<file path="config.mk">
export PLATFORM = sky130hd
export DESIGN_NAME = fifo_bram_prefetch
export DESIGN_NICKNAME = d
export VERILOG_FILES = /design/src/rtl/fifo_bram_prefetch.sv
export SDC_FILE = /design/constraint.sdc
export NUM_CORES = 1
export LEC_CHECK = 0
export CORE_MARGIN = 2
export CORE_UTILIZATION = 40
export DETAILED_ROUTE_END_ITERATION = 7
export PLACE_DENSITY = 0.67
export SYNTH_ARGS = -nofsm -noshare
export SYNTH_HDL_FRONTEND = slang
export SYNTH_SLANG_ARGS = --single-unit
</file>
<file path="constraint.sdc">
create_clock -name clk_i -period 7.7 [get_ports clk_i]
set_clock_uncertainty 0.15 [all_clocks]
set_input_delay 1.155 -clock clk_i [delete_from_list [all_inputs] [get_ports clk_i]]
set_output_delay 1.155 -clock clk_i [all_outputs]
set_load 0.01 [all_outputs]
</file>
<file path="src/rtl/fifo_bram_prefetch.sv">
// -----------------------------------------------------------------------------
// fifo_bram_prefetch
//
// Memory-backed FIFO stage placed directly upstream of a register cache FIFO.
// Bulk words live in an inferred block RAM with RD_LATENCY cycles of read
// latency. Words are prefetched into the downstream cache under a credit
// scheme. The credit counter starts at the cache depth (CREDITS), so the
// number of in-flight plus cached words can never exceed the cache capacity.
//
// Parameters:
//   DATA_WIDTH  word width
//   MEM_DEPTH   RAM depth in words (power of two, >= 2)
//   RD_LATENCY  cycles from read issue to valid_o (>= 1)
//   CREDITS     downstream cache depth / initial credit count (>= 1)
//
// Ports:
//   clk_i     system clock, rising edge
//   rst_i     asynchronous active-high reset
//   data_i    write data
//   valid_i   write data valid
//   ready_o   can accept a write (not full)
//   data_o    prefetched word, meaningful only while valid_o = 1
//   valid_o   one-cycle push strobe into the downstream cache
//   credit_i  one pulse per word popped from the downstream cache
//   err_o     sticky credit-overflow flag, cleared only by reset
//   level_o   stored word count (only with FIFO_BRAM_PREFETCH_LEVEL_EN)
//
// Optional feature macro: FIFO_BRAM_PREFETCH_LEVEL_EN adds level_o.
// -----------------------------------------------------------------------------
module fifo_bram_prefetch #(
  parameter int DATA_WIDTH = 11,
  parameter int MEM_DEPTH  = 16,
  parameter int RD_LATENCY = 2,
  parameter int CREDITS    = 4
) (
  input  logic                      clk_i,
  input  logic                      rst_i,
  input  logic [DATA_WIDTH-1:0]     data_i,
  input  logic                      valid_i,
  output logic                      ready_o,
  output logic [DATA_WIDTH-1:0]     data_o,
  output logic                      valid_o,
  input  logic                      credit_i,
`ifdef FIFO_BRAM_PREFETCH_LEVEL_EN
  output logic [$clog2(MEM_DEPTH):0] level_o,
`endif
  output logic                      err_o
);

  localparam int AW = $clog2(MEM_DEPTH);
  localparam int PW = AW + 1;
  localparam int CW = $clog2(CREDITS + 1);

  localparam logic [PW-1:0] PTR_ONE  = {{(PW-1){1'b0}}, 1'b1};
  localparam logic [CW-1:0] CRD_ONE  = {{(CW-1){1'b0}}, 1'b1};
  localparam logic [CW-1:0] CRD_ZERO = {CW{1'b0}};
  localparam logic [CW-1:0] CRD_MAX  = CW'(CREDITS);

  // Storage, pointers and credit state
  logic [DATA_WIDTH-1:0] r_mem [MEM_DEPTH];
  logic [PW-1:0]         r_wr_ptr;
  logic [PW-1:0]         r_rd_ptr;
  logic [CW-1:0]         r_credits;
  logic                  r_err;

  // Read pipeline: valid shift register and matching data stages
  logic [RD_LATENCY-1:0] r_vld;
  logic [DATA_WIDTH-1:0] r_dpipe [RD_LATENCY];

  logic                  w_empty;
  logic                  w_full;
  logic                  w_wr_en;
  logic                  w_issue;
  logic [CW-1:0]         w_credits_nxt;
  logic                  w_err_set;

  // Wrap bit distinguishes full (same slot, different lap) from empty.
  assign w_empty = (r_wr_ptr == r_rd_ptr);
  assign w_full  = (r_wr_ptr[AW-1:0] == r_rd_ptr[AW-1:0]) &&
                   (r_wr_ptr[AW] != r_rd_ptr[AW]);

  // Both qualifiers come from registered state, so a read and a write can
  // never target the same slot in one cycle.
  assign w_wr_en = valid_i && !w_full;
  assign w_issue = !w_empty && (r_credits != CRD_ZERO);

  assign ready_o = !w_full;
  assign valid_o = r_vld[RD_LATENCY-1];
  assign data_o  = r_dpipe[RD_LATENCY-1];
  assign err_o   = r_err;

`ifdef FIFO_BRAM_PREFETCH_LEVEL_EN
  // In-flight words are already excluded because rd_ptr advances at issue.
  assign level_o = r_wr_ptr - r_rd_ptr;
`endif

  // Credit update and overflow detection
  always_comb begin
    w_credits_nxt = r_credits;
    w_err_set     = 1'b0;
    case ({w_issue, credit_i})
      2'b10: begin
        w_credits_nxt = r_credits - CRD_ONE;
      end
      2'b01: begin
        if (r_credits == CRD_MAX) begin
          // Returned credit with nothing outstanding: hold and flag.
          w_credits_nxt = r_credits;
          w_err_set     = 1'b1;
        end else begin
          w_credits_nxt = r_credits + CRD_ONE;
        end
      end
      default: begin
        // Idle, or issue and return cancel out.
        w_credits_nxt = r_credits;
      end
    endcase
  end

  // RAM write port; contents are deliberately not reset
  always_ff @(posedge clk_i) begin
    if (w_wr_en) begin
      r_mem[r_wr_ptr[AW-1:0]] <= data_i;
    end else begin
      r_mem[r_wr_ptr[AW-1:0]] <= r_mem[r_wr_ptr[AW-1:0]];
    end
  end

  // Pointer, credit and error state
  always_ff @(posedge clk_i or posedge rst_i) begin
    if (rst_i) begin
      r_wr_ptr  <= {PW{1'b0}};
      r_rd_ptr  <= {PW{1'b0}};
      r_credits <= CRD_MAX;
      r_err     <= 1'b0;
    end else begin
      if (w_wr_en) begin
        r_wr_ptr <= r_wr_ptr + PTR_ONE;
      end else begin
        r_wr_ptr <= r_wr_ptr;
      end
      if (w_issue) begin
        r_rd_ptr <= r_rd_ptr + PTR_ONE;
      end else begin
        r_rd_ptr <= r_rd_ptr;
      end
      r_credits <= w_credits_nxt;
      r_err     <= r_err | w_err_set;
    end
  end

  // Read pipeline: stage 0 is the RAM read register, later stages model
  // the remaining RAM latency; reset flushes every in-flight word.
  always_ff @(posedge clk_i or posedge rst_i) begin
    if (rst_i) begin
      r_vld <= {RD_LATENCY{1'b0}};
      for (int i = 0; i < RD_LATENCY; i++) begin
        r_dpipe[i] <= {DATA_WIDTH{1'b0}};
      end
    end else begin
      r_vld[0] <= w_issue;
      if (w_issue) begin
        r_dpipe[0] <= r_mem[r_rd_ptr[AW-1:0]];
      end else begin
        r_dpipe[0] <= r_dpipe[0];
      end
      for (int i = 1; i < RD_LATENCY; i++) begin
        r_vld[i]   <= r_vld[i-1];
        r_dpipe[i] <= r_dpipe[i-1];
      end
    end
  end

endmodule

</file>
# Word level (Yosys, flattened, before mapping)
# Memories as Yosys holds them, arrays and structs flattened. A register that Yosys moved wholly into a read port is not among the register bits.
# Index checks and enable logic that the tools add are counted.
[classes]
n_addsub = 4
n_eq_ne = 8
mux = 8
bitwise = 2
n_reduce_logical = 9
[ops]
columns = ["operator", "n"]
rows = [
  ["$mux W11", 1],
  ["$add A5 B1 Y5 const B", 2],
  ["$pmux W3 S2", 1],
  ["$eq A5 B5 Y1", 1],
  ["$mux W1", 5],
  ["$eq A4 B4 Y1", 1],
  ["$reduce_and A2 Y1", 2],
  ["$add A3 B1 Y3 const B", 1],
  ["$eq A3 B3 Y1 const B", 1],
  ["$logic_and A1 B1 Y1", 3],
  ["$mux W3", 1],
  ["$reduce_bool A3 Y1", 1],
  ["$sub A3 B1 Y3 const B", 1],
  ["$eq A2 B1 Y1 const B", 1],
  ["$eq A2 B2 Y1 const B", 1],
  ["$logic_not A1 Y1", 2],
  ["$ne A2 B2 Y1 const B", 1],
  ["$or A1 B1 Y1", 2],
  ["$reduce_bool A2 Y1", 1],
  ["$ne A0 B0 Y1", 1],
  ["$ne A1 B1 Y1", 1],
]
[totals]
reg_bits = 27
ramBits = 176
inputBits = 15
output_inout_bits = 14
elab_cells = 38
n_memories = 1
[mem_list]
columns = ["memory", "words", "word_bits", "rd", "rd_ports_with_merged_regs", "wr", "line_no", "text"]
rows = [
  ["r_mem", 16, 11, 1, 1, 1, "60", "logic [DATA_WIDTH-1:0] r_mem [MEM_DEPTH];"],
]

# Logic depth before layout (Yosys ltp)
# Gate-level depths: netlist of run 1.
[logic_depth]
depth_word = 7
mapped_depth = 11
mapped_depth_nobuf = 9

# Least setup slack after synthesis of run 1
# No wires, ideal clock.
[synth_timing]
path_kind = "input-to-reg"
from = "input port valid_i"
to = "memory r_mem[3][0], enable pin"
setup_time_ns = 0.393
arrival_time_ns = 2.426
required_ns = 7.157
slack_ns = 4.731
path_stages = 3
path_buffers = 0
cell_sequence = "a21boi_2 -> nand2_1 -> nor3_1"
[synth_between]
elab_chain_len = 4
word_cells_on_any_way = 6
classes_between = "mux: 3; bitwise: 1; reduce/logical: 2"
[synth_lines]
columns = ["item", "line_no", "text"]
rows = [
  ["from (decl)", "39", "input logic valid_i,"],
  ["$logic_and A1 B1 Y1 *", "84", "assign w_wr_en = valid_i && !w_full;"],
  ["$mux W1, on equally long branches", "123, 126", ""],
  ["$mux W1 (not written as such) or $reduce_and A2 Y1 (tied branches)", "--", ""],
  ["$or A1 B1 Y1 (no line) *", "--", ""],
  ["to (decl)", "60", ""],
]
# Every way passes the cells marked *; elsewhere a longest branch is shown, timed or not.

# Final worst setup path of run 1
[layout_timing]
from = "register r_rd_ptr[0]"
to = "output port ready_o"
[layout_between]
elab_chain_len = 3
[layout_lines]
columns = ["item", "line_no", "text"]
rows = [
  ["from (decl)", "62", "logic [PW-1:0] r_rd_ptr;"],
  ["from (signal assigned)", "134", "r_rd_ptr <= {PW{1'b0}};"],
  ["from (signal assigned)", "144", "r_rd_ptr <= r_rd_ptr + PTR_ONE;"],
  ["from (signal assigned)", "146", "r_rd_ptr <= r_rd_ptr;"],
  ["$eq A4 B4 Y1", "79", "assign w_full = (r_wr_ptr[AW-1:0] == r_rd_ptr[AW-1:0]) &&"],
  ["$logic_and A1 B1 Y1", "79", ""],
  ["$logic_not A1 Y1", "87", "assign ready_o = !w_full;"],
  ["to (decl)", "40", "output logic ready_o,"],
]
# Every way passes these cells.

==> results.sh, run 1 <==
export IMPL_outcome="finished clean"
export IMPL_ys_seq_area_share_pct=73.1
export IMPL_required_ns=6.39
export IMPL_start_kind="flop"
export IMPL_place_congestion=0.845
export IMPL_ys_top_cells_by_area="edfxtp_1 (62%), dfrtp_1 (11%), mux4_2 (8.7%)"
export IMPL_grt_pass1_wl_um=24900
export IMPL_synth_most_common_cell="edfxtp_1"
export IMPL_pwr_share_comb_pct=28.0
export IMPL_rrSetupSlack_ns=4.32
export IMPL_ctsHoldBuffers=0
export IMPL_dieArea_um2=22500
export IMPL_maxCapViolCount=0
export IMPL_finalNetCount=512
export IMPL_cts_tree="yes"
export IMPL_synth_seq_cells=214
export IMPL_min_to="r_vld[1]"
export IMPL_hold_viol_final=0
export IMPL_holdWs_ns=0.205
export IMPL_grt_use_total_pct=15.0
export IMPL_fillers=1758
export IMPL_setup_viol=0
export IMPL_worst_pin_slew_ns=1.04
export IMPL_critPathCaptureType="primary output"
export IMPL_vdd_drop_max_mv=0.164
export IMPL_routedWlPerCell_um=20.7
export IMPL_insertion_delay_ns=0.50
export IMPL_sequentialPowerShare_pct=42.6
export IMPL_io_pins=29
export IMPL_hold_depth=0
export IMPL_async_reset_ff_share_pct=17.8
export IMPL_rows=53
export IMPL_drt_iter0_markers=433
export IMPL_yosysWarningCount=0
export IMPL_area_sequential_um2=6240
export IMPL_die_height_um=150
export IMPL_max_freq_mhz=248
export IMPL_rr_worst_depth=6
export IMPL_intPower_mw=2.62
export IMPL_firstDrtPassIters=4
export IMPL_cts_sinks=214
export IMPL_drv_slew=0
export IMPL_syn_instance_count=469
export IMPL_via_per_inst=5.18
export IMPL_yosys_area_share_adder_pct=0.968
export IMPL_antenna_found_initial=0
export IMPL_overflow=0
export IMPL_crit_type="reg -> out"
export IMPL_cellLeakagePower_nw=3.23
export IMPL_synth_compound_area_share_pct=4.43
export IMPL_cts_path_max_buffers=3
export IMPL_fin_crit_sh_pct=52.3
export IMPL_clock_power_share_pct=29.5
export IMPL_numCtsBuffers=22
export IMPL_cts_resized=0
export IMPL_hp_class="reg -> reg"
export IMPL_synth_fp_nets=490
export IMPL_clk_pin_slew_ns=0.06
export IMPL_synth_top_family_by_area="multiplexers"
export IMPL_start_util_pct=40.7
export IMPL_diodes=0
export IMPL_yosysTopAreaCell="edfxtp_1"
export IMPL_vias=4044
export IMPL_core_area_um2=21000
export IMPL_htreeDepth=1
export IMPL_ys_flop_type="edfxtp_1"
export IMPL_rsz0062_at_grt="no"
export IMPL_grt_pass1_vias=4102
export IMPL_syn_avg_cell_area_um2=18.2
export IMPL_hp_start="r_vld[0]"
export IMPL_p_switching_mw=1.13
export IMPL_grt_max_degree=71
export IMPL_yosysTopAreaCellShare_pct=62.0
export IMPL_cellPowerDensity_nw_per_um2=387
export IMPL_synth_cell_types=38
export IMPL_syn_to_final_growth_pct=13.9
export IMPL_drive_gt1_share_pct=19.0
export IMPL_worst_endpoint_arrival_ns=2.72
export IMPL_slew_headroom_pct=30.1
export IMPL_fin_tns_setup_ns=0
export IMPL_drt_met1_wl_um=7350
export IMPL_multiInputGateArea_um2=2010
export IMPL_top_layer="met4"
export IMPL_rr_endpoint="r_mem[11][3]"
export IMPL_wl_met2_um=7570
export IMPL_port_buffers=28
export IMPL_dieWidth_um=150
export IMPL_synth_xor_xnor_area_share_pct=1.63
export IMPL_period_needed_ns=4.03
export IMPL_met3_wirelength_um=865
export IMPL_synth_edf_count=176
export IMPL_hpwl_um=10100
export IMPL_netSwitchingFraction_pct=30.1
export IMPL_r2r_start="r_rd_ptr[2]"
export IMPL_ant_nets=0
export IMPL_root_buffer="clkbuf_16"
export IMPL_route_detailed_drc=0
export IMPL_totalWireLength_um=16200
export IMPL_synthMuxAreaShare_pct=11.6
export IMPL_syn_cell_area_um2=8530
export IMPL_synth_commonest_cells="edfxtp_1 (176), dfrtp_1 (37), mux4_2 (33), nor2_1 (26), a21oi_1 (24)"
export IMPL_cts_setup_buffers=0
export IMPL_path_max_fanout=28
export IMPL_synth_simple_area_share_pct=4.89
## final cells by class
class                           count  share of cell area (%)
Clock buffer                       27                    6.08
Clock inverter                     12                    1.74
Inverter                            8                   0.309
Multi-Input combinational cell    210                    20.7
Sequential cell                   214                    64.2
Tap cell                          275                    3.54
Timing Repair Buffer               35                    3.43
## worst max path at each step
stage / slack [ns] / from / depth (start not counted) / end
after floorplan: 4.73 / valid_i / 3 / r_mem[3][0]
after global placement: 4.11 / valid_i / 4 / r_mem[11][2]
after detailed placement: 4.08 / valid_i / 4 / r_mem[12][7]
after CTS: 3.63 / r_rd_ptr[2] / 5 / ready_o
after global routing: 3.49 / r_rd_ptr[0] / 4 / ready_o
final: 3.67 / r_rd_ptr[0] / 4 / ready_o
## metal layers
layer  vias to the layer above  global-route usage, %
li1                       1854                      -
met1                      2054                   21.8
met2                       113                   23.2
met3                        23                   2.38
met4                         0                   4.76
met5                         -                      0
## cell usage in the layout (no fill, tap or decap), types with 6 or more instances in the layout
cell / Yosys / routed
edfxtp_1: 176 / 176
dfrtp_1: 37 / 35
mux4_2: 33 / 33
clkdlybuf4s50_1: 0 / 28
nor2_1: 26 / 26
a21oi_1: 24 / 24
clkbuf_16: 0 / 23
nor2b_1: 22 / 22
mux2_2: 12 / 12
mux2i_1: 11 / 11
a211oi_1: 11 / 11
a2111oi_0: 11 / 11
nand2_1: 10 / 10
xnor2_1: 8 / 8
inv_1: 8 / 8
buf_4: 17 / 7
xor2_1: 6 / 6
nor3_1: 7 / 6
## stage by stage
stage / area [um2] / setup slack (ns) / cells / util [%] / power, mW
after floorplan: 8530 / 4.73 / 469 / - / 2.42
final: 9720 / 3.67 / 781 / 46.4 / 3.76
after CTS: 9720 / 3.63 / 781 / 46.4 / 3.80
after global placement: 8960 / 4.11 / 742 / 42.7 / 2.65
after detailed placement: 8960 / 4.08 / 742 / 42.7 / 2.69
after global routing: 9720 / 3.49 / 781 / 46.4 / 3.96
## worst max-delay path: stages (launching register included)
cell	delay, ns
dfrtp_1	1.00
xor2_1	0.22
nor4_4	0.39
nand2_1	0.11
clkdlybuf4s50_1	0.48
## flip-flops by register name, summed over array words and instances, names as in the netlist
| signal | cells |
|---|---|
| r_dpipe | 11 |
| r_credits | 3 |
| err_o | 1 |
| r_vld | 2 |
| r_rd_ptr | 5 |
| r_mem | 176 |
| r_wr_ptr | 5 |
| data_o | 11 |
## power by group through the flow
stage                     clock network [mW]  logic, mW  registers [mW]
after floorplan                            0      0.885            1.54
final                                   1.11       1.05            1.60
after global placement                     0       1.04            1.61
after CTS                               1.13       1.07            1.60
after global routing                    1.18       1.15            1.62
after detailed placement                   0       1.07            1.63
## cell families (layout without fill, tap and decap cells)
kind of cell / Yosys count / after routing
fa+ha+maj: 6 / 6
xor+xnor: 15 / 15
buf+inv: 45 / 82
flops: 214 / 214
compound gates: 55 / 55
mux: 56 / 56
simple gates: 78 / 78
(Power assumes the default switching activity.)
==> inputs of run 2 (changes only) <==
- clock period: 7.7 -> 3.8 ns (I/O delays scaled with it)
==> run 2 against run 1 <==
Worst hold slack worse by 0.0053 ns. Global-route usage is 0.12 points higher. Via count is 2.7% higher. Setup slack worse by 2.8 ns. First-iteration DRC count is 5.5% lower. Clock-buffer cell count is 4 higher. Total power is 100% higher. Die area stayed put. Clock power is 96% higher. Sequential share of layout area is 0.74 points lower. Critical path type unchanged. Largest power group unchanged. Highest routed layer unchanged.
==> results.sh, run 2 (synthesized netlist as in run 1, its figures left out) <==
export IMPL_cp_slowest_cell="dfrtp_1"
export IMPL_cellLeakagePower_nw=3.32
export IMPL_antenna_found_initial=0
export IMPL_dp_cells=757
export IMPL_max_freq_mhz=340
export IMPL_period_needed_ns=2.94
export IMPL_place_congestion=0.804
export IMPL_r2r_start="r_wr_ptr[2]"
export IMPL_grt_met2_usage_pct=25.0
export IMPL_totalWireLength_um=16200
export IMPL_p_switching_mw=2.32
export IMPL_worst_endpoint_arrival_ns=2.22
export IMPL_firstDrtPassIters=4
export IMPL_crit_buf_inv=1
export IMPL_layout_cells_non_filler=798
export IMPL_cp_cell_sequence="xor2_2 -> nor4_4 -> nand2_1 -> clkdlybuf4s50_1"
export IMPL_root_buffer="clkbuf_16"
export IMPL_layout_commonest_cell="edfxtp_1"
export IMPL_netSwitchingFraction_pct=30.5
export IMPL_drt_iter0_markers=409
export IMPL_worst_pin_slew_ns=0.909
export IMPL_ant_nets=0
export IMPL_cts_resized=0
export IMPL_htreeDepth=1
export IMPL_intPower_mw=5.28
export IMPL_port_buffers=28
export IMPL_syn_to_final_growth_pct=15.2
export IMPL_dpl_cell_area_um2=9070
export IMPL_grt_pass1_wl_um=25400
export IMPL_sequentialPowerShare_pct=41.8
export IMPL_die_height_um=150
export IMPL_slowest_delay_ns=0.51
export IMPL_hp_start="r_vld[0]"
export IMPL_required_ns=3.08
export IMPL_totalPowerFinal_mw=7.59
export IMPL_rsz0062_at_grt="no"
export IMPL_via_per_inst=5.20
export IMPL_io_pins=29
export IMPL_setup_viol=0
export IMPL_insertion_delay_ns=0.52
export IMPL_drv_slew=0
export IMPL_vdd_drop_max_mv=0.308
export IMPL_maxCapViolCount=0
export IMPL_dieArea_um2=22500
export IMPL_slew_headroom_pct=39.2
export IMPL_outcome="finished clean"
export IMPL_cellPowerDensity_nw_per_um2=772
export IMPL_route_detailed_drc=0
export IMPL_clk_pin_slew_ns=0.06
export IMPL_grt_pass1_vias=4380
export IMPL_start_util_pct=40.7
export IMPL_largest_register_ffs=176
export IMPL_hold_viol_final=0
export IMPL_vias=4152
export IMPL_rows=53
export IMPL_fin_crit_sh_pct=77.5
export IMPL_clock_power_share_pct=28.7
export IMPL_grt_use_total_pct=15.1
export IMPL_cp_top_family="flip-flops"
export IMPL_gr_usage_met3_pct=2.29
export IMPL_grt_max_degree=70
export IMPL_critPathCaptureType="primary output"
export IMPL_numCtsBuffers=23
export IMPL_pwr_share_comb_pct=29.5
export IMPL_finalNetCount=528
export IMPL_cts_setup_buffers=0
export IMPL_hpwl_um=9850
export IMPL_design_area_um2=9830
export IMPL_rrSetupSlack_ns=1.25
export IMPL_path_max_fanout=10
export IMPL_routedWlPerCell_um=20.3
export IMPL_diodes=0
export IMPL_most_common_layout_cells="edfxtp_1 (176), dfrtp_1 (35), mux4_2 (33), clkdlybuf4s50_1 (28), nor2_1 (26)"
export IMPL_dieWidth_um=150
export IMPL_cts_path_max_buffers=3
export IMPL_crit_type="reg -> out"
export IMPL_worstSetupStartpoint="r_wr_ptr[3]"
export IMPL_ctsHoldBuffers=0
export IMPL_post_route_util_pct=46.9
export IMPL_hp_class="reg -> reg"
export IMPL_grtUsageMet1_pct=20.7
export IMPL_core_area_um2=21000
export IMPL_overflow=0
export IMPL_start_kind="flop"
export IMPL_grt_busiest_layer="met2"
export IMPL_cts_tree="yes"
export IMPL_drive_gt1_share_pct=22.2
export IMPL_cts_sinks=214
export IMPL_fin_tns_setup_ns=0
-- run 2: cell count changes in the layout (fill, tap and decap cells not counted), sizes merged --
cell and change:
buf +15, clkbuf +4, bufinv -3, clkinv +1, clkinvlp -1, inv +1
-- run 2: area by class of cell --
type                            count  area (um2)
Inverter                            8        30.0
Clock buffer                       31         664
Fill cell                        1754       11100
Multi-Input combinational cell    210        2010
Timing Repair Buffer               50         445
Tap cell                          275         344
Sequential cell                   214        6240
Clock inverter                     10        95.1
-- run 2: path summary, 6_finish.rpt --
check / to / cells after the start
worst min register to register: r_vld[1] / 0
min in group asynchronous: data_o[9] / 2
max in group asynchronous: r_credits[2] / 3
worst max register to register: r_mem[1][5] / 6
worst min-delay path: r_vld[1] / 0
worst max-delay path: ready_o / 4
-- run 2: power by group through the flow --
stage                     combinational [mW]  clock (mW)  sequential (mW)
after global routing                    2.46        2.32             3.22
after global placement                  2.21           0             3.19
final                                   2.24        2.18             3.17
after detailed placement                2.26           0             3.22
after floorplan                         1.79           0             3.12
after CTS                               2.27        2.21             3.18
-- run 2: stage by stage --
stage / hold WS, ns / setup slack [ns]
detailed placement: 0.191 / 1.16
finish: 0.200 / 0.856
CTS: 0.204 / 0.825
floorplan: 0.181 / 1.12
global route: 0.206 / 0.742
global placement: 0.187 / 1.18
-- run 2: worst register-to-register path: cells and delay by family (launching register included) --
family                    cells  cell delay, ns
xor gates and xnor gates      1            0.28
buffers and inverters         1            0.28
and+or+nand+nor               3            0.60
AOI/OAI and AO/OA             1            0.35
DFF                           1            0.57
-- run 2: per-layer routing --
metal  vias up  wire, um
met3        16       961
met2       117      7980
met5         -         0
met1      2133      6990
li1       1886         -
met4         0       301
==> inputs of run 3 (changes only) <==
- clock period: 3.8 -> 3.09 ns (I/O delays scaled with it)
==> run 3 against run 2 <==
First-iteration DRC count decreased by 25%. Die area unchanged. Total power rose by 22%. Register-to-register slack worse by 0.67 ns. Setup slack worse by 0.62 ns. Cell count rose by 1.4%. Core utilization is 0.21 points higher. Worst hold slack got worse by 0.15 ns. Clock-buffer cell count is 2 higher. Critical path depth is the same. Clock power rose by 17%.
==> results.sh, run 3 (synthesized netlist as in run 1, its figures left out) <==
export IMPL_grt_pass1_vias=4486
export IMPL_hold_viol_final=0
export IMPL_io_pins=29
export IMPL_drt_iter0_markers=306
export IMPL_die_height_um=150
export IMPL_place_congestion=0.817
export IMPL_finalNetCount=540
export IMPL_syn_to_final_growth_pct=15.8
export IMPL_fillers=1766
export IMPL_overflow=0
export IMPL_grt_use_total_pct=15.6
export IMPL_cts_resized=0
export IMPL_vdd_drop_max_mv=0.474
export IMPL_totalWireLength_um=17000
export IMPL_most_common_layout_cells="edfxtp_1 (176), dfrtp_1 (35), buf_4 (35), mux4_2 (33), clkdlybuf4s50_1 (28)"
export IMPL_max_freq_mhz=351
export IMPL_worstSetupStartpoint="r_wr_ptr[3]"
export IMPL_start_kind="flop"
export IMPL_route_detailed_drc=0
export IMPL_cellLeakagePower_nw=3.34
export IMPL_via_per_inst=5.28
export IMPL_worst_endpoint_arrival_ns=2.24
export IMPL_maxCapViolCount=0
export IMPL_port_buffers=28
export IMPL_clk_pin_slew_ns=0.06
export IMPL_firstDrtPassIters=7
export IMPL_fin_crit_sh_pct=92.3
export IMPL_dpl_cell_area_um2=9170
export IMPL_ctsHoldBuffers=0
export IMPL_root_buffer="clkbuf_16"
export IMPL_path_max_fanout=10
export IMPL_required_ns=2.48
export IMPL_cts_setup_buffers=0
export IMPL_grt_max_degree=41
export IMPL_dp_worst_setup_slack_ns=0.574
export IMPL_core_area_um2=21000
export IMPL_cellPowerDensity_nw_per_um2=940
export IMPL_routedWlPerCell_um=21.0
export IMPL_slew_headroom_pct=44.3
export IMPL_rows=53
export IMPL_outcome="finished clean"
export IMPL_period_needed_ns=2.85
export IMPL_crit_type="reg -> out"
export IMPL_grt_pass1_wl_um=26100
export IMPL_critPathCaptureType="primary output"
export IMPL_drv_slew=0
export IMPL_vias=4268
export IMPL_crit_buf_inv=1
export IMPL_hpwl_um=10500
export IMPL_start_util_pct=40.7
export IMPL_hp_class="in -> async"
export IMPL_drive_gt1_share_pct=22.3
export IMPL_numCtsBuffers=22
export IMPL_htreeDepth=1
export IMPL_design_area_um2=9870
export IMPL_cts_tree="yes"
export IMPL_r2r_start="r_wr_ptr[2]"
export IMPL_rsz0062_at_grt="no"
export IMPL_cts_path_max_buffers=3
export IMPL_insertion_delay_ns=0.51
export IMPL_cts_sinks=214
export IMPL_cp_cell_sequence="xor2_2 -> nor4_4 -> nand2_1 -> clkdlybuf4s50_1"
export IMPL_layout_commonest_cell="edfxtp_1"
export IMPL_dieArea_um2=22500
export IMPL_setup_viol=0
export IMPL_layout_setup_ws_ns=0.239
export IMPL_diodes=0
export IMPL_fin_tns_setup_ns=0
export IMPL_totalPowerFinal_mw=9.28
export IMPL_ant_nets=0
export IMPL_largest_register_ffs=176
export IMPL_antenna_found_initial=0
export IMPL_slowest_delay_ns=0.52
export IMPL_cp_top_family="flip-flops"
export IMPL_cp_slowest_cell="dfrtp_1"
export IMPL_worst_pin_slew_ns=0.832
export IMPL_dieWidth_um=150
[run 3: cell types whose count changed in the layout (fill, tap and decap cells not counted), sizes merged]
cell      delta
buf         +13
clkinv       -5
clkbuf       +2
clkinvlp     +2
inv          -2
bufinv       +1
[run 3: area by class of cell]
cell class / instances / area, um2 / share of cell area [%]
Sequential cell: 214 / 6240 / 63.2
Multi-Input combinational cell: 210 / 2010 / 20.4
Clock buffer: 33 / 612 / 6.20
Timing Repair Buffer: 63 / 543 / 5.50
Tap cell: 275 / 344 / 3.48
Clock inverter: 6 / 95.1 / 0.963
Inverter: 8 / 30.0 / 0.304
[run 3: worst paths after layout]
check / endpoint / slack [ns] / depth (start not counted)
worst max-delay path: ready_o / 0.24 / 4
worst min-delay path: data_o[3] / 0.05 / 2
worst max register to register: r_mem[14][1] / 0.58 / 6
worst min register to register: r_vld[1] / 0.21 / 0
max in group asynchronous: r_credits[2] / 2.08 / 3
min in group clk_i: r_vld[1] / 0.21 / 0
[run 3: where the power goes]
part	internal (mW)	switching [mW]	leakage (nW)
logic	1.29	1.51	0.984
registers	3.63	0.281	2.02
clock network	1.54	1.02	0.333
total	6.46	2.82	3.34
[run 3: per-layer routing]
layer / GRT usage [%] / part of all wire (%) / up-vias
met5: 0 / 0 / -
met4: 5.38 / 2.8 / 0
met3: 2.38 / 5.1 / 32
met2: 25.5 / 48 / 137
met1: 21.6 / 44 / 2185
li1: - / - / 1914
[run 3: stage by stage]
stage / cells / hold slack, ns / utilization, %
floorplan: 469 / 0.181 / -
global placement: 770 / 0.190 / 43.7
detailed placement: 770 / 0.211 / 43.7
CTS: 809 / 0.0462 / 47.1
global route: 809 / 0.0715 / 47.1
finish: 809 / 0.0544 / 47.1
